$ cat src/rtl/uart_pkg.sv
// Shared constants, FSM state encodings and the parity helper for the UART core.
package uart_pkg;

    // Oversampling ratio and the half-bit point used to find the start-bit centre
    localparam int OVERSAMPLE    = 16;
    localparam int HALF_BIT      = 8;
    // Widest supported data word; the parity helper works on this width
    localparam int MAX_DATA_BITS = 9;

    typedef enum logic [2:0] {
        TX_IDLE   = 3'd0,
        TX_START  = 3'd1,
        TX_DATA   = 3'd2,
        TX_PARITY = 3'd3,
        TX_STOP   = 3'd4
    } tx_state_e;

    typedef enum logic [2:0] {
        RX_IDLE      = 3'd0,
        RX_START     = 3'd1,
        RX_DATA      = 3'd2,
        RX_PARITY    = 3'd3,
        RX_STOP      = 3'd4,
        RX_WAIT_HIGH = 3'd5
    } rx_state_e;

    // Parity bit that makes XOR(data, parity) equal to 'odd'; narrower words are zero-extended
    function automatic logic parity_bit(input logic [MAX_DATA_BITS-1:0] data, input logic odd);
        return (^data) ^ odd;
    endfunction

endpackage

$ cat src/rtl/uart_baud_tick.sv
// Oversampling tick generator: a down-counter reloaded from the runtime divisor.
// One os_tick pulse per expiry; a divisor of 0 gives a tick on every clock.
module uart_baud_tick #(
    parameter int DIV_W = 16
) (
    input  logic             clk_i,
    input  logic             rst_ni,
    input  logic [DIV_W-1:0] baud_div_i,
    output logic             os_tick_o
);

    logic [DIV_W-1:0] cnt_q;
    logic [DIV_W-1:0] cnt_d;
    logic             tick;

    // Tick on expiry and pick the reload value or the decremented count
    always_comb begin
        tick  = (cnt_q == '0);
        cnt_d = tick ? baud_div_i : (cnt_q - {{(DIV_W-1){1'b0}}, 1'b1});
    end

    // Counter register; the divisor is read only at reload time
    always_ff @(posedge clk_i or negedge rst_ni) begin
        if (!rst_ni) begin
            cnt_q <= '0;
        end else begin
            cnt_q <= cnt_d;
        end
    end

    assign os_tick_o = tick;

endmodule

$ cat src/rtl/uart_core_cfg.sv
// Full-duplex UART with a shared 16x oversampling tick, runtime baud divisor and
// compile-time frame format. TX takes a valid/ready word; RX pulses a completed word
// together with its parity and framing status.
module uart_core_cfg
    import uart_pkg::*;
#(
    parameter int DATA_BITS  = 8,
    parameter int PARITY_EN  = 0,
    parameter int PARITY_ODD = 0,
    parameter int STOP_BITS  = 1,
    parameter int DIV_W      = 16
) (
    input  logic                 clk,
    input  logic                 rst_n,
    input  logic [DIV_W-1:0]     baud_div,
    input  logic [DATA_BITS-1:0] tx_data,
    input  logic                 tx_valid,
    output logic                 tx_ready,
    output logic                 tx,
    input  logic                 rx,
    output logic [DATA_BITS-1:0] rx_data,
    output logic                 rx_valid,
    output logic                 rx_parity_err,
    output logic                 rx_frame_err
);

    localparam logic [3:0] SUB_LAST  = 4'(OVERSAMPLE - 1);
    localparam logic [3:0] HALF_LAST = 4'(HALF_BIT - 1);
    localparam logic [3:0] BIT_LAST  = 4'(DATA_BITS - 1);
    localparam logic       STOP_LAST = (STOP_BITS == 2);
    localparam logic       ODD       = (PARITY_ODD != 0);
    localparam logic       PAR_ON    = (PARITY_EN != 0);

    logic os_tick;

    uart_baud_tick #(
        .DIV_W(DIV_W)
    ) u_tick (
        .clk_i     (clk),
        .rst_ni    (rst_n),
        .baud_div_i(baud_div),
        .os_tick_o (os_tick)
    );

    // ---------------- TX ----------------
    tx_state_e              tx_state_q;
    logic                   tx_q;
    logic                   tx_ready_q;
    logic [3:0]             tx_sub_q;
    logic [3:0]             tx_bit_q;
    logic                   tx_stop_q;
    logic [DATA_BITS-1:0]   tx_shift_q;
    logic                   tx_par_q;
    logic [MAX_DATA_BITS-1:0] tx_ext;
    logic                   tx_par_d;

    // Parity of the word offered on tx_data, latched together with it at handshake
    always_comb begin
        tx_ext                  = '0;
        tx_ext[DATA_BITS-1:0]   = tx_data;
        tx_par_d                = parity_bit(tx_ext, ODD);
    end

    // TX FSM: every non-idle bit lasts exactly OVERSAMPLE ticks; line and ready are registered
    always_ff @(posedge clk or negedge rst_n) begin
        if (!rst_n) begin
            tx_state_q <= TX_IDLE;
            tx_q       <= 1'b1;
            tx_ready_q <= 1'b1;
            tx_sub_q   <= '0;
            tx_bit_q   <= '0;
            tx_stop_q  <= 1'b0;
            tx_shift_q <= '0;
            tx_par_q   <= 1'b0;
        end else begin
            case (tx_state_q)
                TX_IDLE: begin
                    tx_q       <= 1'b1;
                    tx_ready_q <= 1'b1;
                    if (tx_valid && tx_ready_q) begin
                        tx_shift_q <= tx_data;
                        tx_par_q   <= tx_par_d;
                        tx_sub_q   <= '0;
                        tx_q       <= 1'b0;
                        tx_ready_q <= 1'b0;
                        tx_state_q <= TX_START;
                    end
                end
                default: begin
                    if (os_tick) begin
                        if (tx_sub_q != SUB_LAST) begin
                            tx_sub_q <= tx_sub_q + 4'd1;
                        end else begin
                            tx_sub_q <= '0;
                            case (tx_state_q)
                                TX_START: begin
                                    tx_state_q <= TX_DATA;
                                    tx_bit_q   <= '0;
                                    tx_q       <= tx_shift_q[0];
                                    tx_shift_q <= tx_shift_q >> 1;
                                end
                                TX_DATA: begin
                                    if (tx_bit_q == BIT_LAST) begin
                                        if (PAR_ON) begin
                                            tx_state_q <= TX_PARITY;
                                            tx_q       <= tx_par_q;
                                        end else begin
                                            tx_state_q <= TX_STOP;
                                            tx_q       <= 1'b1;
                                            tx_stop_q  <= 1'b0;
                                        end
                                    end else begin
                                        tx_bit_q   <= tx_bit_q + 4'd1;
                                        tx_q       <= tx_shift_q[0];
                                        tx_shift_q <= tx_shift_q >> 1;
                                    end
                                end
                                TX_PARITY: begin
                                    tx_state_q <= TX_STOP;
                                    tx_q       <= 1'b1;
                                    tx_stop_q  <= 1'b0;
                                end
                                TX_STOP: begin
                                    if (tx_stop_q == STOP_LAST) begin
                                        // Back to IDLE with ready high; a waiting request handshakes next clock
                                        tx_state_q <= TX_IDLE;
                                        tx_ready_q <= 1'b1;
                                        tx_q       <= 1'b1;
                                    end else begin
                                        tx_stop_q <= 1'b1;
                                    end
                                end
                                default: begin
                                    tx_state_q <= TX_IDLE;
                                    tx_q       <= 1'b1;
                                    tx_ready_q <= 1'b1;
                                end
                            endcase
                        end
                    end
                end
            endcase
        end
    end

    // ---------------- RX ----------------
    logic                     rx_meta_q;
    logic                     rx_sync_q;
    rx_state_e                rx_state_q;
    logic [3:0]               rx_sub_q;
    logic [3:0]               rx_bit_q;
    logic [DATA_BITS-1:0]     rx_shift_q;
    logic                     rx_par_q;
    logic [DATA_BITS-1:0]     rx_data_q;
    logic                     rx_valid_q;
    logic                     rx_parity_err_q;
    logic                     rx_frame_err_q;
    logic [MAX_DATA_BITS-1:0] rx_ext;
    logic                     rx_par_exp;

    // Two-flop synchroniser for the asynchronous serial input; idles high
    always_ff @(posedge clk or negedge rst_n) begin
        if (!rst_n) begin
            rx_meta_q <= 1'b1;
            rx_sync_q <= 1'b1;
        end else begin
            rx_meta_q <= rx;
            rx_sync_q <= rx_meta_q;
        end
    end

    // Parity bit the received data word should have carried
    always_comb begin
        rx_ext                = '0;
        rx_ext[DATA_BITS-1:0] = rx_shift_q;
        rx_par_exp            = parity_bit(rx_ext, ODD);
    end

    // RX FSM: start detected on a low line in IDLE (IDLE is only entered with the line high,
    // so a low level there is a falling edge); samples taken at bit centres
    always_ff @(posedge clk or negedge rst_n) begin
        if (!rst_n) begin
            rx_state_q      <= RX_IDLE;
            rx_sub_q        <= '0;
            rx_bit_q        <= '0;
            rx_shift_q      <= '0;
            rx_par_q        <= 1'b0;
            rx_data_q       <= '0;
            rx_valid_q      <= 1'b0;
            rx_parity_err_q <= 1'b0;
            rx_frame_err_q  <= 1'b0;
        end else begin
            rx_valid_q <= 1'b0;
            case (rx_state_q)
                RX_IDLE: begin
                    if (!rx_sync_q) begin
                        rx_sub_q   <= '0;
                        rx_state_q <= RX_START;
                    end
                end
                RX_START: begin
                    if (os_tick) begin
                        if (rx_sub_q != HALF_LAST) begin
                            rx_sub_q <= rx_sub_q + 4'd1;
                        end else begin
                            rx_sub_q <= '0;
                            if (rx_sync_q) begin
                                // Line back high at the start-bit centre: a glitch, not a frame
                                rx_state_q <= RX_IDLE;
                            end else begin
                                rx_bit_q   <= '0;
                                rx_state_q <= RX_DATA;
                            end
                        end
                    end
                end
                RX_DATA: begin
                    if (os_tick) begin
                        if (rx_sub_q != SUB_LAST) begin
                            rx_sub_q <= rx_sub_q + 4'd1;
                        end else begin
                            rx_sub_q   <= '0;
                            rx_shift_q <= {rx_sync_q, rx_shift_q[DATA_BITS-1:1]};
                            if (rx_bit_q == BIT_LAST) begin
                                rx_state_q <= PAR_ON ? RX_PARITY : RX_STOP;
                            end else begin
                                rx_bit_q <= rx_bit_q + 4'd1;
                            end
                        end
                    end
                end
                RX_PARITY: begin
                    if (os_tick) begin
                        if (rx_sub_q != SUB_LAST) begin
                            rx_sub_q <= rx_sub_q + 4'd1;
                        end else begin
                            rx_sub_q   <= '0;
                            rx_par_q   <= rx_sync_q;
                            rx_state_q <= RX_STOP;
                        end
                    end
                end
                RX_STOP: begin
                    if (os_tick) begin
                        if (rx_sub_q != SUB_LAST) begin
                            rx_sub_q <= rx_sub_q + 4'd1;
                        end else begin
                            rx_sub_q        <= '0;
                            rx_data_q       <= rx_shift_q;
                            rx_valid_q      <= 1'b1;
                            rx_parity_err_q <= PAR_ON && (rx_par_q != rx_par_exp);
                            rx_frame_err_q  <= !rx_sync_q;
                            // A low stop bit may be a break; hold off until the line recovers
                            rx_state_q      <= rx_sync_q ? RX_IDLE : RX_WAIT_HIGH;
                        end
                    end
                end
                RX_WAIT_HIGH: begin
                    if (rx_sync_q) begin
                        rx_state_q <= RX_IDLE;
                    end
                end
                default: begin
                    rx_state_q <= RX_IDLE;
                end
            endcase
        end
    end

    assign tx            = tx_q;
    assign tx_ready      = tx_ready_q;
    assign rx_data       = rx_data_q;
    assign rx_valid      = rx_valid_q;
    assign rx_parity_err = rx_parity_err_q;
    assign rx_frame_err  = rx_frame_err_q;

endmodule

$ cat config.mk
export PLATFORM = sky130hd
export DESIGN_NAME = uart_core_cfg
export DESIGN_NICKNAME = d
export VERILOG_FILES = /design/src/rtl/uart_pkg.sv /design/src/rtl/uart_baud_tick.sv /design/src/rtl/uart_core_cfg.sv
export SDC_FILE = /design/constraint.sdc
export NUM_CORES = 1
export LEC_CHECK = 0
export ABC_AREA = 1
export BUFFER_PORTS_ARGS = -buffer_cell sky130_fd_sc_hd__buf_2
export CAP_MARGIN = 10
export CORE_UTILIZATION = 50
export DETAILED_ROUTE_END_ITERATION = 12
export HOLD_SLACK_MARGIN = 0.15
export PLACE_DENSITY = 0.73
export SETUP_SLACK_MARGIN = 0.3
export SLEW_MARGIN = 30
export SYNTH_ARGS = -nofsm -noshare
export SYNTH_HDL_FRONTEND = slang
export SYNTH_SLANG_ARGS = --single-unit
$ cat constraint.sdc
create_clock -name clk -period 1.99 [get_ports clk]
set_clock_uncertainty 0.15 [all_clocks]
set_input_delay 0.199 -clock clk [delete_from_list [all_inputs] [get_ports clk]]
set_output_delay 0.199 -clock clk [all_outputs]
set_load 0.01 [all_outputs]
==> reports/qor.txt <==
status - complete, no violations
num rows - 31
Post-Place Cell Area - 4030 sq um
Iteration-0 DRC Markers - 200
vias per cell - 5.05
residual DRC count - 0
Nets - 595
Num CTS Buffers - 9
register bit total from synthesis - 68
GR Util met2 - 35.2%
Slew @ Worst Pin - 532 ps
Via Count - 3357
largest net degree at the start of global routing - 44
Initial Utilization - 51.5%
router iterations before antenna repair - 4
Max Cap Viol - 0
synthesized area per cell - 8.13 sq um
Final Hold Viols - 0
crit start category - flop
register area share after synthesis - 45.7%
CTS H-tree lvls - 3
fillcell total - 571
HPWL Detailed - 5.20 mm
CTS clock-pin slew for the worst setup and hold paths - 70 ps
Die ar. - 7810 sq um
Clock Tree Buf Depth - 2
synthesized area - 3730 sq um
Final Critical Period - 1770 ps
worst min-delay path class - primary input to flop
worst-path maximum fanout - 5
RSZ-0062 raised after global routing - yes
Reg2Reg Setup Slack - 220 ps
Sink Count - 68
met1 usage - 28.2%
Synth warnings - 0
Routed WL - 8.30 mm
Ports - 41
Die Width - 88.4 microns
Core Area - 7250 sq um
Worst-Skew Late Latency - 340 ps
final RePlAce weighted congestion - 0.837
Slew Viols, Final - 0
final setup vio count - 0
Post-DRT Antenna Nets - 0
Rel. slew slack - 64.5%
Worst VDD drop - 0.000514 V
Design Power - 3.91 mW
Max Fclk - 566 MHz
P per Cell Area - 797 nW/um^2
Hold Path Stages - 6
Fin Setup TNS - 0 ps
critical path class - flop to flop
post-route design area - 4910 sq um
Hold Slack - 194 ps
crit share post-route - 88.7%
hold endpoint - tx_sub_q[1]
sequential cell area - 1710 sq um
drt wl/cell - 12.5 microns
Root Buffer Master - clkbuf_8
first-pass GRT wire length - 13.1 mm
Crit Reg-Reg Endpoint - tx_state_q[1]
layout cells sized above 1 - 33.6%
leakage - 2.34 nW
Synthesized Nets - 493
total gr overflow - 0
Arrival @ worst endpoint - 1850 ps
Top Usage Layer GRT - met2
Critical Path Sink Type - flop
worst path required time - 2070 ps
CTS tree - yes
hold path start - tx_valid
area of the multi-input gates - 1990 sq um
met3 usage - 4.20%
post-synth cell types - 34
Die Span Y - 88.4 microns
antenna violations before repair - 0
commonest non-fill, non-tap cells in the layout - nand2_1 (134), dfrtp_1 (61), buf_2 (39)
P&R area growth vs syn - 31.6%
r2r startpoint - u_tick.cnt_q[0]
number of global-route vias before repair - 2991
commonest non-fill, non-tap cell in the layout - nand2_1
Antenna diodes - 0
worst reg2reg path depth - 10
GRT Total Usage - 21.4%
Cells after Synth - 459
# port buffers - 39
-- worst max-delay path, stage by stage (launching register included) --
cell and delay (ps):
dfrtp_1 400, inv_2 90, ha_4 150, nand3_4 80
nor2_4 130, nand2_4 100, buf_6 160, o21ai_4 200
nand2_2 110, nand2_1 70, nand2_1 40
-- cell families after synthesis --
group / count (synthesis) / synth area share [%]
AO/OA/AOI/OAI: 51 / 9.49
XOR/XNOR: 14 / 3.29
adder cells (fa/ha/maj): 6 / 2.01
buffers and inverters: 54 / 6.47
flip-flops: 68 / 45.7
other: 1 / 0.100
AND/OR/NAND/NOR: 265 / 32.9
-- state kept, by name, summed over array words and instances, names as in the netlist, 3 cells and up --
name          flops
rx_bit_q          4
rx_data           8
rx_shift_q        8
rx_state_q        3
rx_sub_q          4
tx_bit_q          4
tx_shift_q        8
tx_state_q        3
tx_sub_q          4
u_tick.cnt_q     16
-- where the power goes --
part | leakage [nW] | internal (mW) | switching [mW]
registers | 0.849 | 1.55 | 0.152
clock network | 0.0849 | 0.582 | 0.494
logic | 1.41 | 0.493 | 0.643
total | 2.34 | 2.62 | 1.29
-- through the flow --
stage / utilization (%) / std cells / setup WS, ps
2_1_floorplan: - / 459 / 352
3_3_place_gp: 55.5 / 595 / 167
3_5_place_dp: 55.5 / 595 / 139
4_1_cts: 63.1 / 646 / 216
5_1_grt: 67.7 / 665 / 133
6_report: 67.7 / 665 / 224
-- worst max path at each step --
| stage | depth (start not counted) | slack, ps | to | from |
|---|---|---|---|---|
| 5_1_grt | 10 | 130 | tx_state_q[2] | u_tick.cnt_q[0] |
| 4_1_cts | 9 | 220 | tx_state_q[0] | u_tick.cnt_q[13] |
| 3_5_place_dp | 9 | 140 | tx_ready | u_tick.cnt_q[0] |
| 6_report | 10 | 220 | tx_state_q[1] | u_tick.cnt_q[0] |
| 2_1_floorplan | 10 | 350 | rx_sub_q[2] | u_tick.cnt_q[0] |
| 3_3_place_gp | 9 | 170 | tx_ready | u_tick.cnt_q[0] |
-- layout make-up --
class,count,area share [%]
clock buffer,14,2.90
clock inverter,2,0.764
inverter,47,3.85
multi-input combinational,337,40.4
sequential,68,34.8
tap,99,2.52
timing repair buffer,98,14.7
-- what timing repair did --
action | in CTS | in global routing
setup buffers | 9 | 19
endpoints found under the setup margin | 45 | 65
gates resized for setup | 11 | 55
hold buffers | 26 | 0
pin swaps | 8 | 25
hold endpoints to repair | 91 | 0
-- cell usage after synthesis --
| library cell | number | area, sq um |
|---|---|---|
| nor2_1 | 27 | 101 |
| nand2_2 | 12 | 75.1 |
| dfrtp_1 | 64 | 1600 |
| ha_1 | 6 | 75.1 |
| o21ai_4 | 1 | 16.3 |
| nor3b_1 | 1 | 7.51 |
| a31oi_1 | 2 | 12.5 |
| inv_1 | 38 | 143 |
| a21oi_2 | 2 | 17.5 |
| a31o_2 | 1 | 8.76 |
| dfstp_2 | 4 | 105 |
| o21ai_0 | 9 | 45.0 |
| buf_2 | 2 | 10.0 |
| nor2_4 | 5 | 56.3 |
| o21ai_2 | 16 | 140 |
| nor2_2 | 10 | 62.6 |
| inv_4 | 1 | 6.26 |
| nand3b_1 | 5 | 37.5 |
| or2_2 | 2 | 12.5 |
| buf_6 | 4 | 45.0 |
| nand3_2 | 5 | 50.1 |
| o21ai_1 | 16 | 80.1 |
| xnor2_1 | 4 | 35.0 |
| nand2_1 | 150 | 563 |
| nand3_1 | 38 | 190 |
| conb_1 | 1 | 3.75 |
| inv_2 | 8 | 30.0 |
| nand4_1 | 8 | 50.1 |
| a21oi_1 | 2 | 10.0 |
| xor2_1 | 10 | 87.6 |
| a21boi_0 | 1 | 7.51 |
| nand2_4 | 2 | 22.5 |
| a21oi_4 | 1 | 16.3 |
| buf_4 | 1 | 7.51 |
-- routing by layer --
layer  wire length [microns]  vias to the layer above
met4                     107                        0
met1                    3730                     1610
met5                       0                        -
met2                    4220                       70
li1                        -                     1667
met3                     253                       10
(Power assumes the default switching activity.)
